==> config.mk <==
export PLATFORM = sky130hd
export DESIGN_NAME = seg_scan_ctrl
export DESIGN_NICKNAME = d
export VERILOG_FILES = /design/src/rtl/seg_scan_ctrl.sv
export SDC_FILE = /design/constraint.sdc
export NUM_CORES = 1
export LEC_CHECK = 0
export ABC_CLOCK_PERIOD_IN_PS = 5750
export CAP_MARGIN = 0
export CORE_MARGIN = 4
export CORE_UTILIZATION = 55
export DETAILED_ROUTE_END_ITERATION = 8
export PLACE_DENSITY = 0.82
export RECOVER_POWER = 50
export SLEW_MARGIN = 10
export SYNTH_ARGS = -nofsm -noshare
export SYNTH_HDL_FRONTEND = slang
export SYNTH_SLANG_ARGS = --single-unit
==> constraint.sdc <==
create_clock -name CLK -period 5.75 [get_ports CLK]
set_input_delay 1.725 -clock CLK [delete_from_list [all_inputs] [get_ports CLK]]
set_output_delay 1.725 -clock CLK [all_outputs]
set_load 0.05 [all_outputs]
==> src/rtl/seg_scan_ctrl.sv <==
// seg_scan_ctrl: four-digit common-anode seven-segment scan scheduler with per-slot
// blanking and frame-boundary data loading through a valid/ack handshake.
module seg_scan_ctrl #(
    parameter int SLOT_CYCLES  = 100000,
    parameter int BLANK_CYCLES = 1000,
    parameter int CNT_W        = 17
) (
    input  logic        CLK,
    input  logic        Reset,
    input  logic        en,
    input  logic [15:0] data_in,
    input  logic [3:0]  dp_in,
    input  logic        data_valid,
    output logic        data_ack,
    output logic [3:0]  AN,
    output logic [7:0]  SEG,
    output logic        frame_done
);
    typedef enum logic {IDLE, SCAN} state_t;

    localparam logic [CNT_W-1:0] LAST  = CNT_W'(SLOT_CYCLES - 1);
    localparam logic [CNT_W-1:0] BLANK = CNT_W'(BLANK_CYCLES);

    state_t           r_state;
    logic [1:0]       r_digit;
    logic [CNT_W-1:0] r_cnt;
    logic [15:0]      r_shadow;
    logic [3:0]       r_dp;
    logic             r_ack;
    logic             r_frame;

    logic             w_slot_end;
    logic             w_drive;
    logic [3:0]       w_nib;
    logic [6:0]       w_hex;

    function automatic logic [6:0] hex7(input logic [3:0] n);
        case (n)
            4'h0: hex7 = 7'h40;
            4'h1: hex7 = 7'h79;
            4'h2: hex7 = 7'h24;
            4'h3: hex7 = 7'h30;
            4'h4: hex7 = 7'h19;
            4'h5: hex7 = 7'h12;
            4'h6: hex7 = 7'h02;
            4'h7: hex7 = 7'h78;
            4'h8: hex7 = 7'h00;
            4'h9: hex7 = 7'h10;
            4'hA: hex7 = 7'h08;
            4'hB: hex7 = 7'h03;
            4'hC: hex7 = 7'h46;
            4'hD: hex7 = 7'h21;
            4'hE: hex7 = 7'h06;
            default: hex7 = 7'h0E;
        endcase
    endfunction

    assign w_slot_end = r_cnt == LAST;

    always_ff @(posedge CLK) begin
        if (Reset) begin
            r_state  <= IDLE;
            r_digit  <= 2'd0;
            r_cnt    <= '0;
            r_shadow <= 16'h0000;
            r_dp     <= 4'h0;
            r_ack    <= 1'b0;
            r_frame  <= 1'b0;
        end else begin
            r_ack   <= 1'b0;
            r_frame <= 1'b0;
            if (r_state == IDLE) begin
                // IDLE accepts every cycle; a request held past its ack is captured again
                if (data_valid) begin
                    r_shadow <= data_in;
                    r_dp     <= dp_in;
                    r_ack    <= 1'b1;
                end
                r_state <= en ? SCAN : IDLE;
                r_digit <= 2'd0;
                r_cnt   <= '0;
            end else if (!en) begin
                r_state <= IDLE;
                r_digit <= 2'd0;
                r_cnt   <= '0;
            end else if (w_slot_end) begin
                r_cnt   <= '0;
                r_digit <= r_digit + 2'd1;
                if (r_digit == 2'd3) begin
                    r_frame <= 1'b1;
                    if (data_valid) begin
                        r_shadow <= data_in;
                        r_dp     <= dp_in;
                        r_ack    <= 1'b1;
                    end
                end
            end else begin
                r_cnt <= r_cnt + 1'b1;
            end
        end
    end

    always_comb begin
        w_drive = (r_state == SCAN) && (r_cnt >= BLANK);
        w_nib   = r_shadow[{r_digit, 2'b00} +: 4];
        w_hex   = hex7(w_nib);
        AN      = w_drive ? ~(4'b0001 << r_digit) : 4'b1111;
        SEG     = w_drive ? {~r_dp[r_digit], w_hex} : 8'hFF;
    end

    assign data_ack   = r_ack;
    assign frame_done = r_frame;
endmodule
==> results.md <==
* Slew margin rel. at -61.7%
* Clk_skew at around 0.006 ns
* Sequential-to-total area share from yosys stat at 37.8%
* Initial Util at 58.6%
* Outcome: complete, but fails checks
* Final Util at around 70%
* Die H at 71.6 µm
* Yosys reg bits at 42
* Main combinational cell family by area after synthesis: simple AND/OR/NAND/NOR gates
* Post-synthesis compound-gate area fraction at 6.18%
* Starting DRT DRC Count at between 100 and 150
* Initial DRT Pass Iterations at 4
* Wirelength per Cell at 14.4 µm
* RD Place Congestion at 0.851
* Drt drc at 0
* I/O Pins at 38
* Crit-path cells: mux2_2 -> mux2i_1 -> mux2_2 -> nor2_1 -> o21ai_0 -> clkdlybuf4s50_1
* Max-slew violations at 22
* Power Total at 554 µW
* Leak at 0.00102 µW
* Filler instances at 300
* Sink Count at between 40 and 50
* Worst-path clk slew at approximately 0.080 ns
* Placeable Area at 0.00380 mm²
* Syn nets at 274
* Hpwl dp at 3420 µm
* Maximum ir drop on the vdd rail at 0.175 mV
* Clk_lat worst skew at 0.30 ns
* Simple-Gate Fraction of Synth Area at between 10% and 20%
* Synth Cell Area at 0.00223 mm²
* Hold buffers post-CTS at 0
* Final Hold Vio Count at 0
* GR Overflow Total at 0
* Fin crit share at between 80 and 90%
* Switching Share at around 24%
* Clk root buf: clkbuf_8
* H-tree depth at 2
* Placed insts at 314
* Synth warn at 0
* Antenna violations before repair at 0
* Layout cells sized above 1 at 6.59%
* Vias in the first global route at 1739
* Largest net degree at the start of global routing at 23
* Die Area at a little over 0.005 mm²
* Nets at 309
* # Max-Cap Violations at 1
* Cts repair resizes at 0
* Most common cell on crit path: mux2_2
* Sequential Power Share at between 50% and 60%
* Final Critical Period at just over 5 ns
* CP max-delay cell: clkdlybuf4s50_1
* CP Capture Type: primary output
* Syn Inst Count at 238
* Endpoints failing setup at 0
* Critical path class: reg -> out
* CP Launch Type: flop
* IO buf count at 37
* Number of CTS-inserted buffers at 5
* Row count at 22
* Synth unique cells at 39
* Antenna diodes at 0
* GRT Total Usage at 18.9%
* WL final at approximately 4600 µm
* Pwr Density at 207 mW/mm²
* DP Area at 0.00261 mm²
* CP max stage delay at 0.83 ns
* XOR/XNOR Fraction of Synth Area at under 10%
* Clock power frac at 32.8%
* Crit Path Max Fanout at 12
* Die width at between 70 and 80 µm
* Failing checks: max-capacitance violations, max-slew violations
* Worst EP arrival at 3.32 ns
* Min-delay worst type: reg -> reg
* RSZ-0062 raised after global routing: no
* Sw Pwr at 135 µW
* Via count at about 1.8k
* Final TNS setup at 0 ns
* Power Internal at 419 µW
* Fmax at 198 MHz
* Mux contribution to synthesized area at 17.3%
* First-pass GRT wire length at 7820 µm
* Vias per std cell at 5.52
* Req. time, crit path at 4.03 ns
* Fin area at around 0.0027 mm²
* CTS tree: yes
* Antenna Nets Post-Route at 0
* Clock Tree Buf Depth at 2
* P&R area growth vs syn at 20.2%
* Final non-filler cell total at approximately 320
* Adder-cell share of the synthesized area at 6.74%
* Worst Tran Pin Value at about 2.4 ns
* Gate power share at 11.8%
* Post-CTS Setup Inserts at 0
* Mean area per synthesized cell at about 9.4 µm²
==> flip-flops by register name (all words and copies together), names as in the netlist <==
| register | cells |
|---|---|
| r_digit | 2 |
| r_state | 1 |
| frame_done | 1 |
| r_cnt | 17 |
| r_dp | 4 |
| r_shadow | 16 |
| data_ack | 1 |
==> area by class of cell <==
cell class	instances	area (µm²)	share of cell area, %
flip-flops and latches	42	841	31.4
inverters	10	37.5	1.40
clock inverters	1	7.51	0.281
repair buffers	38	378	14.1
well taps	48	60.1	2.24
multi-input cells	176	1280	47.8
clock buffers	6	72.6	2.71
==> power groups by stage <==
stage,combinational [µW],sequential [µW],clock (µW)
2_1_floorplan,41.8,313,0
3_3_place_gp,63.4,313,0
3_5_place_dp,65.1,314,0
4_1_cts,65.6,307,185
5_1_grt,72.7,308,200
6_report,65.5,307,182
==> cells in the mapped netlist <==
master    count  share of area [%]
and2_1        2               0.56
inv_1         9                1.5
a211oi_1      2               0.67
or4b_1        1               0.45
and4_1        1               0.39
nor3_1        2               0.45
nor4b_1       1               0.39
mux2i_1      25                 11
o311ai_0      1               0.39
o22ai_1       1               0.28
o221ai_1      2               0.79
dfxtp_1      42                 38
inv_2         1               0.17
nand4_1       4                1.1
buf_2         2               0.45
a311oi_1      2               0.79
nor4_1        2               0.56
nor2_1       44                7.4
mux4_2        4                4.0
o211ai_1      2               0.67
nor2b_1       3               0.84
nand2b_1      1               0.28
nand3_1      10                2.2
buf_6         2                1.0
or4_4         1               0.51
and3_1        4                1.1
clkbuf_1      6                1.0
xor2_1       12                4.7
a21oi_1       3               0.67
ha_1         12                6.7
mux2_2        4                2.0
o21ai_0       3               0.67
nand4b_1      1               0.39
nor4bb_1      1               0.45
xnor2_1       8                3.1
o22ai_4       1               0.90
a21boi_0      1               0.34
nand2_1      14                2.4
or4b_2        1               0.45
==> path summary, 6_finish.rpt <==
check / from / endpoint / slack, ns / cells after the start
min: r_cnt[0] / r_cnt[0] / 0.49 / 1
min reg2reg: r_cnt[0] / r_cnt[0] / 0.49 / 1
max: r_digit[1] / SEG[3] / 0.71 / 6
max reg2reg: r_cnt[13] / r_shadow[13] / 1.79 / 5
==> layout by cell type (no fill, tap or decap), types with 2 or more instances in the layout <==
cell type / netlist / routed
ha_1: 12 / 12
nand3_1: 10 / 10
nor2_1: 44 / 44
mux2_2: 4 / 4
a311oi_1: 2 / 2
nor2b_1: 3 / 3
mux2i_1: 25 / 25
nor3_1: 2 / 2
a21oi_1: 3 / 3
clkbuf_8: 0 / 5
a211oi_1: 2 / 2
and3_1: 4 / 4
xnor2_1: 8 / 8
o211ai_1: 2 / 2
o22ai_1: 1 / 2
o221ai_1: 2 / 2
o21ai_0: 3 / 3
nand4_1: 4 / 4
dfxtp_1: 42 / 42
mux4_2: 4 / 4
dlygate4sd3_1: 0 / 4
inv_1: 9 / 9
xor2_1: 12 / 12
nand2_1: 14 / 14
clkdlybuf4s50_1: 0 / 33
nor4_1: 2 / 2
==> kinds of logic after synthesis <==
| logic type | count (synthesis) |
|---|---|
| mux | 33 |
| simple gates | 93 |
| xor+xnor | 20 |
| flops | 42 |
| buf+inv | 20 |
| compound gates | 18 |
| fa+ha+maj | 12 |
==> layer usage <==
layer	routed length, µm	GRT usage [%]
met1	2180	24.7
met2	2110	30.1
met3	253	4.91
met4	63	6.89
met5	0	0
==> stage by stage <==
stage | hold slack (ns) | setup slack (ns)
global route | 0.532 | 0.518
global placement | 0.465 | 1.10
finish | 0.486 | 0.707
floorplan | 0.442 | 0.700
CTS | 0.492 | 0.728
detailed placement | 0.473 | 1.04
==> critical path, delay by kind of cell, from the launching register on <==
kind | cells | cell delay [ns]
buf+inv | 1 | 0.83
mux | 3 | 1.37
flops | 1 | 0.63
simple gates | 1 | 0.03
compound gates | 1 | 0.16
Note: power is estimated with default switching activity, not from simulation.
